[src/rtl/regfile_pkg.sv]
// Shared definitions for the multi-port register file: controller states,
// default word width and an address-width helper.
// Optional feature macro used by regfile_mp: REGFILE_BYPASS_EN.
package regfile_pkg;

  localparam int WORD = 32;

  typedef enum logic [0:0] {
    ST_CLEAR = 1'b0,
    ST_RUN   = 1'b1
  } state_e;

  // Smallest r with 2**r >= value (at least 1 so a 2-entry file gets one bit).
  function automatic int regfile_clog2(input int value);
    int r;
    r = 1;
    for (int i = 1; i < 31; i++) begin
      if ((1 << i) < value) r = i + 1;
    end
    return r;
  endfunction

endpackage

[src/rtl/regfile_clear_seq.sv]
// Post-reset clear sequencer: walks every entry once writing zero, then
// raises ready and stays in RUN until the next reset.
module regfile_clear_seq
  import regfile_pkg::*;
#(
  parameter int SIZE  = 32,
  parameter int ABITS = regfile_clog2(SIZE)
) (
  input  logic             clk,
  input  logic             reset,
  output logic             clear_we,
  output logic [ABITS-1:0] clear_addr,
  output logic             ready
);

  localparam logic [ABITS-1:0] LAST_IDX = ABITS'(SIZE - 1);

  state_e           state_q, state_d;
  logic [ABITS-1:0] idx_q, idx_d;
  logic             ready_q, ready_d;

  // Next-state: advance the clear index, leave CLEAR after the last entry.
  always_comb begin
    state_d = state_q;
    idx_d   = idx_q;
    ready_d = ready_q;
    case (state_q)
      ST_CLEAR: begin
        idx_d = idx_q + ABITS'(1);
        if (idx_q == LAST_IDX) begin
          state_d = ST_RUN;
          ready_d = 1'b1;
          idx_d   = '0;
        end
      end
      default: ready_d = 1'b1;
    endcase
  end

  // State registers; reset restarts the clear from entry 0.
  always_ff @(posedge clk) begin
    if (reset) begin
      state_q <= ST_CLEAR;
      idx_q   <= '0;
      ready_q <= 1'b0;
    end else begin
      state_q <= state_d;
      idx_q   <= idx_d;
      ready_q <= ready_d;
    end
  end

  assign clear_we   = (state_q == ST_CLEAR);
  assign clear_addr = idx_q;
  assign ready      = ready_q;

endmodule

[src/rtl/regfile_mp.sv]
// Multi-port register file: two prioritised write ports, NUM_READ registered
// read ports, hardwired zero at address 0 and a hardware clear after reset.
// Define REGFILE_BYPASS_EN to forward same-edge write data to the read ports.
module regfile_mp
  import regfile_pkg::*;
#(
  parameter int WIDTH    = WORD,
  parameter int SIZE     = 32,
  parameter int NUM_READ = 2,
  parameter int ABITS    = regfile_clog2(SIZE)
) (
  input  logic                      clk,
  input  logic                      reset,
  input  logic [1:0]                we,
  input  logic [2*ABITS-1:0]        waddr,
  input  logic [2*WIDTH-1:0]        wdata,
  input  logic [NUM_READ*ABITS-1:0] raddr,
  output logic [NUM_READ*WIDTH-1:0] rdata,
  output logic                      ready
);

  logic             clear_we;
  logic [ABITS-1:0] clear_addr;

  regfile_clear_seq #(
    .SIZE  (SIZE),
    .ABITS (ABITS)
  ) u_clear_seq (
    .clk        (clk),
    .reset      (reset),
    .clear_we   (clear_we),
    .clear_addr (clear_addr),
    .ready      (ready)
  );

  logic [WIDTH-1:0] mem_q [SIZE];

  logic [1:0]       wr_en;
  logic [ABITS-1:0] wr_addr [2];
  logic [WIDTH-1:0] wr_data [2];
  logic [1:0]       user_en;

  genvar gi;

  // User write qualification: only in RUN, never to address 0, not under reset.
  for (gi = 0; gi < 2; gi++) begin : g_wq
    assign user_en[gi] = we[gi] && ready && !reset && (waddr[gi*ABITS +: ABITS] != '0);
  end

  // Port 0 carries the clear stream while not ready; port 1 wins same-address conflicts.
  always_comb begin
    wr_addr[1] = waddr[ABITS +: ABITS];
    wr_data[1] = wdata[WIDTH +: WIDTH];
    wr_en[1]   = user_en[1];
    if (!ready) begin
      wr_addr[0] = clear_addr;
      wr_data[0] = '0;
      wr_en[0]   = clear_we && !reset;
    end else begin
      wr_addr[0] = waddr[0 +: ABITS];
      wr_data[0] = wdata[0 +: WIDTH];
      wr_en[0]   = user_en[0] && !(user_en[1] && (wr_addr[1] == waddr[0 +: ABITS]));
    end
  end

  // Storage array update from both write ports.
  always_ff @(posedge clk) begin
    for (int w = 0; w < 2; w++) begin
      if (wr_en[w]) mem_q[wr_addr[w]] <= wr_data[w];
    end
  end

  for (gi = 0; gi < NUM_READ; gi++) begin : g_rd
    logic [ABITS-1:0] ra;
    logic [WIDTH-1:0] rd_d, rd_q;

    assign ra = raddr[gi*ABITS +: ABITS];

    // Read select: array, optional forwarding (port 1 first), zero for addr 0 / CLEAR.
    always_comb begin
      rd_d = mem_q[ra];
`ifdef REGFILE_BYPASS_EN
      if (user_en[1] && (wr_addr[1] == ra)) begin
        rd_d = wr_data[1];
      end else if (user_en[0] && (waddr[0 +: ABITS] == ra)) begin
        rd_d = wdata[0 +: WIDTH];
      end
`else
`endif
      if ((ra == '0) || !ready) rd_d = '0;
    end

    // Registered read output.
    always_ff @(posedge clk) begin
      if (reset) rd_q <= '0;
      else       rd_q <= rd_d;
    end

    assign rdata[gi*WIDTH +: WIDTH] = rd_q;
  end

endmodule

[config.mk]
export PLATFORM = sky130hd
export DESIGN_NAME = regfile_mp
export DESIGN_NICKNAME = d
export VERILOG_FILES = /design/src/rtl/regfile_pkg.sv /design/src/rtl/regfile_clear_seq.sv /design/src/rtl/regfile_mp.sv
export SDC_FILE = /design/constraint.sdc
export NUM_CORES = 2
export LEC_CHECK = 0
export BUFFER_PORTS_ARGS = -buffer_cell sky130_fd_sc_hd__clkbuf_2
export CELL_PAD_IN_SITES_DETAIL_PLACEMENT = 0
export CELL_PAD_IN_SITES_GLOBAL_PLACEMENT = 1
export CORE_UTILIZATION = 30
export DETAILED_ROUTE_END_ITERATION = 7
export PLACE_DENSITY = 0.62
export SLEW_MARGIN = 20
export SYNTH_ARGS = -nofsm -noshare
export SYNTH_HDL_FRONTEND = slang
export SYNTH_SLANG_ARGS = --single-unit
[constraint.sdc]
create_clock -name clk -period 5.7 [get_ports clk]
set_input_delay 1.14 -clock clk [delete_from_list [all_inputs] [get_ports clk]]
set_output_delay 1.14 -clock clk [all_outputs]
set_load 0.05 [all_outputs]
==> results.md <==
- Die Wd: 452 µm
- Final Hold Viols: 0
- Drt drc: 0
- Final instance area: 69000 µm²
- CP Max Fanout: 32
- Setup violations, final: 0
- CP Capture Type: register
- Post-Synthesis Cells: 5117
- Vias/cell: 5.79
- Synthesized area: 60700 µm²
- Hold/Removal Path Class: reg -> reg
- Port bufs: 152
- Synth Net Count: 5207
- Setup_tns: 0 ns
- CP arrival: 4.27 ns
- Post-DP Area: 64900 µm²
- Worst skew pair latency: 0.81 ns
- Crit path cell chain: clkbuf_2 > or3_1 > nor3_1 > nor3_1 > o32a_2 > buf_4 > o32ai_4 > buf_4
- F_max: 258 MHz
- Yosys reg bits: 1095
- GR Util met2: 0.408
- Routability congestion estimate: 0.926
- Async set or reset register ratio after synthesis: 0
- Hold Buf Count CTS: 0
- Syn_area_per_cell: 11.9 µm²
- Vias in the first global route: 43600
- Starting DRT DRC Count: 5116
- Final WL: 254000 µm
- Crit path buf inv count: 3
- Req. time, crit path: 6.10 ns
- Met1 usage in global routing: 0.294
- Post-synth cell types: 47
- # nets final: 5094
- Pwr Total: 18.3 mW
- Run status: finished, final reports clean
- Global route hottest layer: met2
- Initial antenna violation count: 10
- Post-cts sizing count: 0
- Layout Area Growth over Synthesis: 13.6%
- Clock root buffer: clkbuf_16
- Detail Placement HPWL: 162000 µm
- Fin crit period: 3.87 ns
- Slowest CP cell: buf_4
- Worst path top cell family by delay: buffers and inverters
- Largest net degree at the start of global routing: 72
- Clock Path Buffers: 3
- Leak Pwr: 24.1 nW
- # clock sinks: 1095
- GRT met3 Usage: 0.0406
- 1st-pass router iterations: 8
- Synth warnings: 0
- Layout cells sized above 1: 0.216
- Die area: 204000 µm²
- Setup bufs post-CTS: 0
- Slew margin rel.: 0.209
- CP Class: in -> reg
- Synth Flop Type: edfxtp_1
- FP Rows: 164
- Tot GR Track Use: 0.243
- Io pins: 153
- Worst-path clk slew: 0.06 ns
- PD cells: 266 nW/µm²
- Sequential cell area fraction in the yosys report: 0.530
- GR Overflow Total: 0
- Initial core utilization: 0.303
- DIE HEIGHT: 452 µm
- Final Cycle Share: 0.679
- First-pass GRT wire length: 348000 µm
- Routed WL per cell: 32.7 µm
- Core ar.: 200000 µm²
- Skew final: 0.0382 ns
- Max_cap viols: 0
- H-tree lvl count: 3
- Crit-path max cell delay: 0.67 ns
- Total CTS buffers: 119
- EDFF count, synth: 1024
- CTS tree: done
- Fin. max-slew vios: 0
- FF-to-FF setup slack: 2.10 ns
- ANT nets after route: 0
- Worst VDD drop: 0.000269 V
- RSZ-0062 raised after global routing: false
- Via count: 44900
- Critical path startpoint category: input port
- Pin slew with the least headroom to its limit: 1.19 ns
## routing by layer
layer / vias up / routed length, µm
met5: - / 27
met4: 4 / 15600
met3: 551 / 20100
met2: 2383 / 123000
met1: 22800 / 94800
li1: 19200 / -
## where the power goes
group | switching [mW] | internal, mW
clock | 3.49 | 4.74
sequential | 0.0213 | 8.71
combinational | 0.883 | 0.470
total | 4.40 | 13.9
## state kept, by name (all words and copies together), names as in the netlist
signal                  cells
mem_q                    1024
u_clear_seq.ready           1
u_clear_seq.clear_addr      5
u_clear_seq.state_q         1
g_rd.rd_q                  64
## worst min-delay path: cells and delay by family (launching register included)
kind / cells / cell delay, ns
flip-flops: 1 / 0.34
AO/OA/AOI/OAI: 2 / 0.14
## final cells by class
class | instances | area [µm²]
clock buffer | 159 | 3300
fill | 19600 | 131000
inverter | 47 | 176
sequential | 1095 | 32200
tap | 2656 | 3320
antenna | 6 | 15.0
multi-input combinational | 3389 | 26600
clock inverter | 62 | 753
timing repair buffer | 352 | 2570
## kinds of logic (layout without fill, tap and decap cells)
family                     Yosys count  in the layout  synth area share
adders and majority gates            2              2          0.000412
DFF                               1095           1095             0.530
xor gates and xnor gates             5              5          0.000722
other                                0              6                 0
buffers and inverters              633            620            0.0446
and+or+nand+nor                   1124           1124            0.0761
AOI/OAI and AO/OA                 1262           1262             0.125
muxes                              996            996             0.224
## synthesized netlist by cell type, types with 2 or more instances
library cell / count / share of area
dfxtp_1: 71 / 0.023
and2_1: 6 / 0.00062
nor3_1: 12 / 0.00099
clkbuf_1: 376 / 0.023
a21oi_1: 68 / 0.0056
o31ai_1: 19 / 0.0024
and3_1: 4 / 0.00041
nand4_1: 2 / 0.00021
nor2b_1: 19 / 0.0020
mux2_2: 193 / 0.036
buf_1: 21 / 0.0013
nand2_1: 889 / 0.055
nand2_4: 3 / 0.00056
buf_4: 2 / 0.00025
nor4_2: 3 / 0.00062
nor4_1: 2 / 0.00021
mux2_1: 3 / 0.00056
ha_1: 2 / 0.00041
buf_6: 14 / 0.0026
nand3_1: 133 / 0.011
inv_1: 47 / 0.0029
nor2_1: 32 / 0.0020
nor2_2: 3 / 0.00031
o32ai_1: 14 / 0.0020
xnor2_1: 5 / 0.00072
o2111ai_1: 64 / 0.0092
nand2b_1: 7 / 0.00072
mux2i_1: 515 / 0.085
nand3b_1: 2 / 0.00025
a22o_1: 64 / 0.0092
mux4_2: 256 / 0.095
a22oi_1: 256 / 0.032
edfxtp_1: 1024 / 0.51
o21ai_0: 772 / 0.064
mux2_4: 29 / 0.0072
buf_2: 173 / 0.014
o32a_1: 2 / 0.00033
## path summary, 6_finish.rpt
check | start | to | cells after the start
hold / removal | u_clear_seq.clear_addr[3]$_SDFFE_PP0N_ | u_clear_seq.clear_addr[3]$_SDFFE_PP0N_ | 2
setup / recovery | waddr[6] | mem_q[29][13]$_DFFE_PP_ | 8
hold reg to reg | u_clear_seq.clear_addr[3]$_SDFFE_PP0N_ | u_clear_seq.clear_addr[3]$_SDFFE_PP0N_ | 2
setup reg to reg | u_clear_seq.ready$_SDFFE_PP0P_ | mem_q[21][4]$_DFFE_PP_ | 6
## per-stage QoR
stage          hold slack [ns]  instances  utilization  worst slack (ns)
5_1_grt                  0.572       7766        0.344              1.78
4_1_cts                  0.527       7760        0.344              1.90
3_5_place_dp             0.518       7539        0.324              1.09
2_1_floorplan            0.481       5117            -             0.396
3_3_place_gp             0.505       7538        0.324              1.00
6_report                 0.526       7766        0.344              1.83
## cells in the final DEF (no fill, tap or decap), types with 15 or more instances in the layout
cell type  synthesis  final
clkbuf_2           0    148
mux2_2           193    193
mux4_2           256    256
nor2_4             0     20
mux2i_1          515    515
clkbuf_1         376     27
a22oi_1          256    256
clkinv_1           0     22
nand2_1          889    886
a22o_1            64     64
buf_4              2    179
buf_12             0     20
mux2_4            29     29
inv_1             47     47
o21ai_0          772    772
clkbuf_16          0    123
dfxtp_1           71     70
o31ai_4            0     18
edfxtp_1        1024   1024
nand3_1          133    133
nor2_1            32     15
o2111ai_1         64     64
bufinv_16          0     15
a21oi_1           68     67
(Power assumes the default switching activity.)
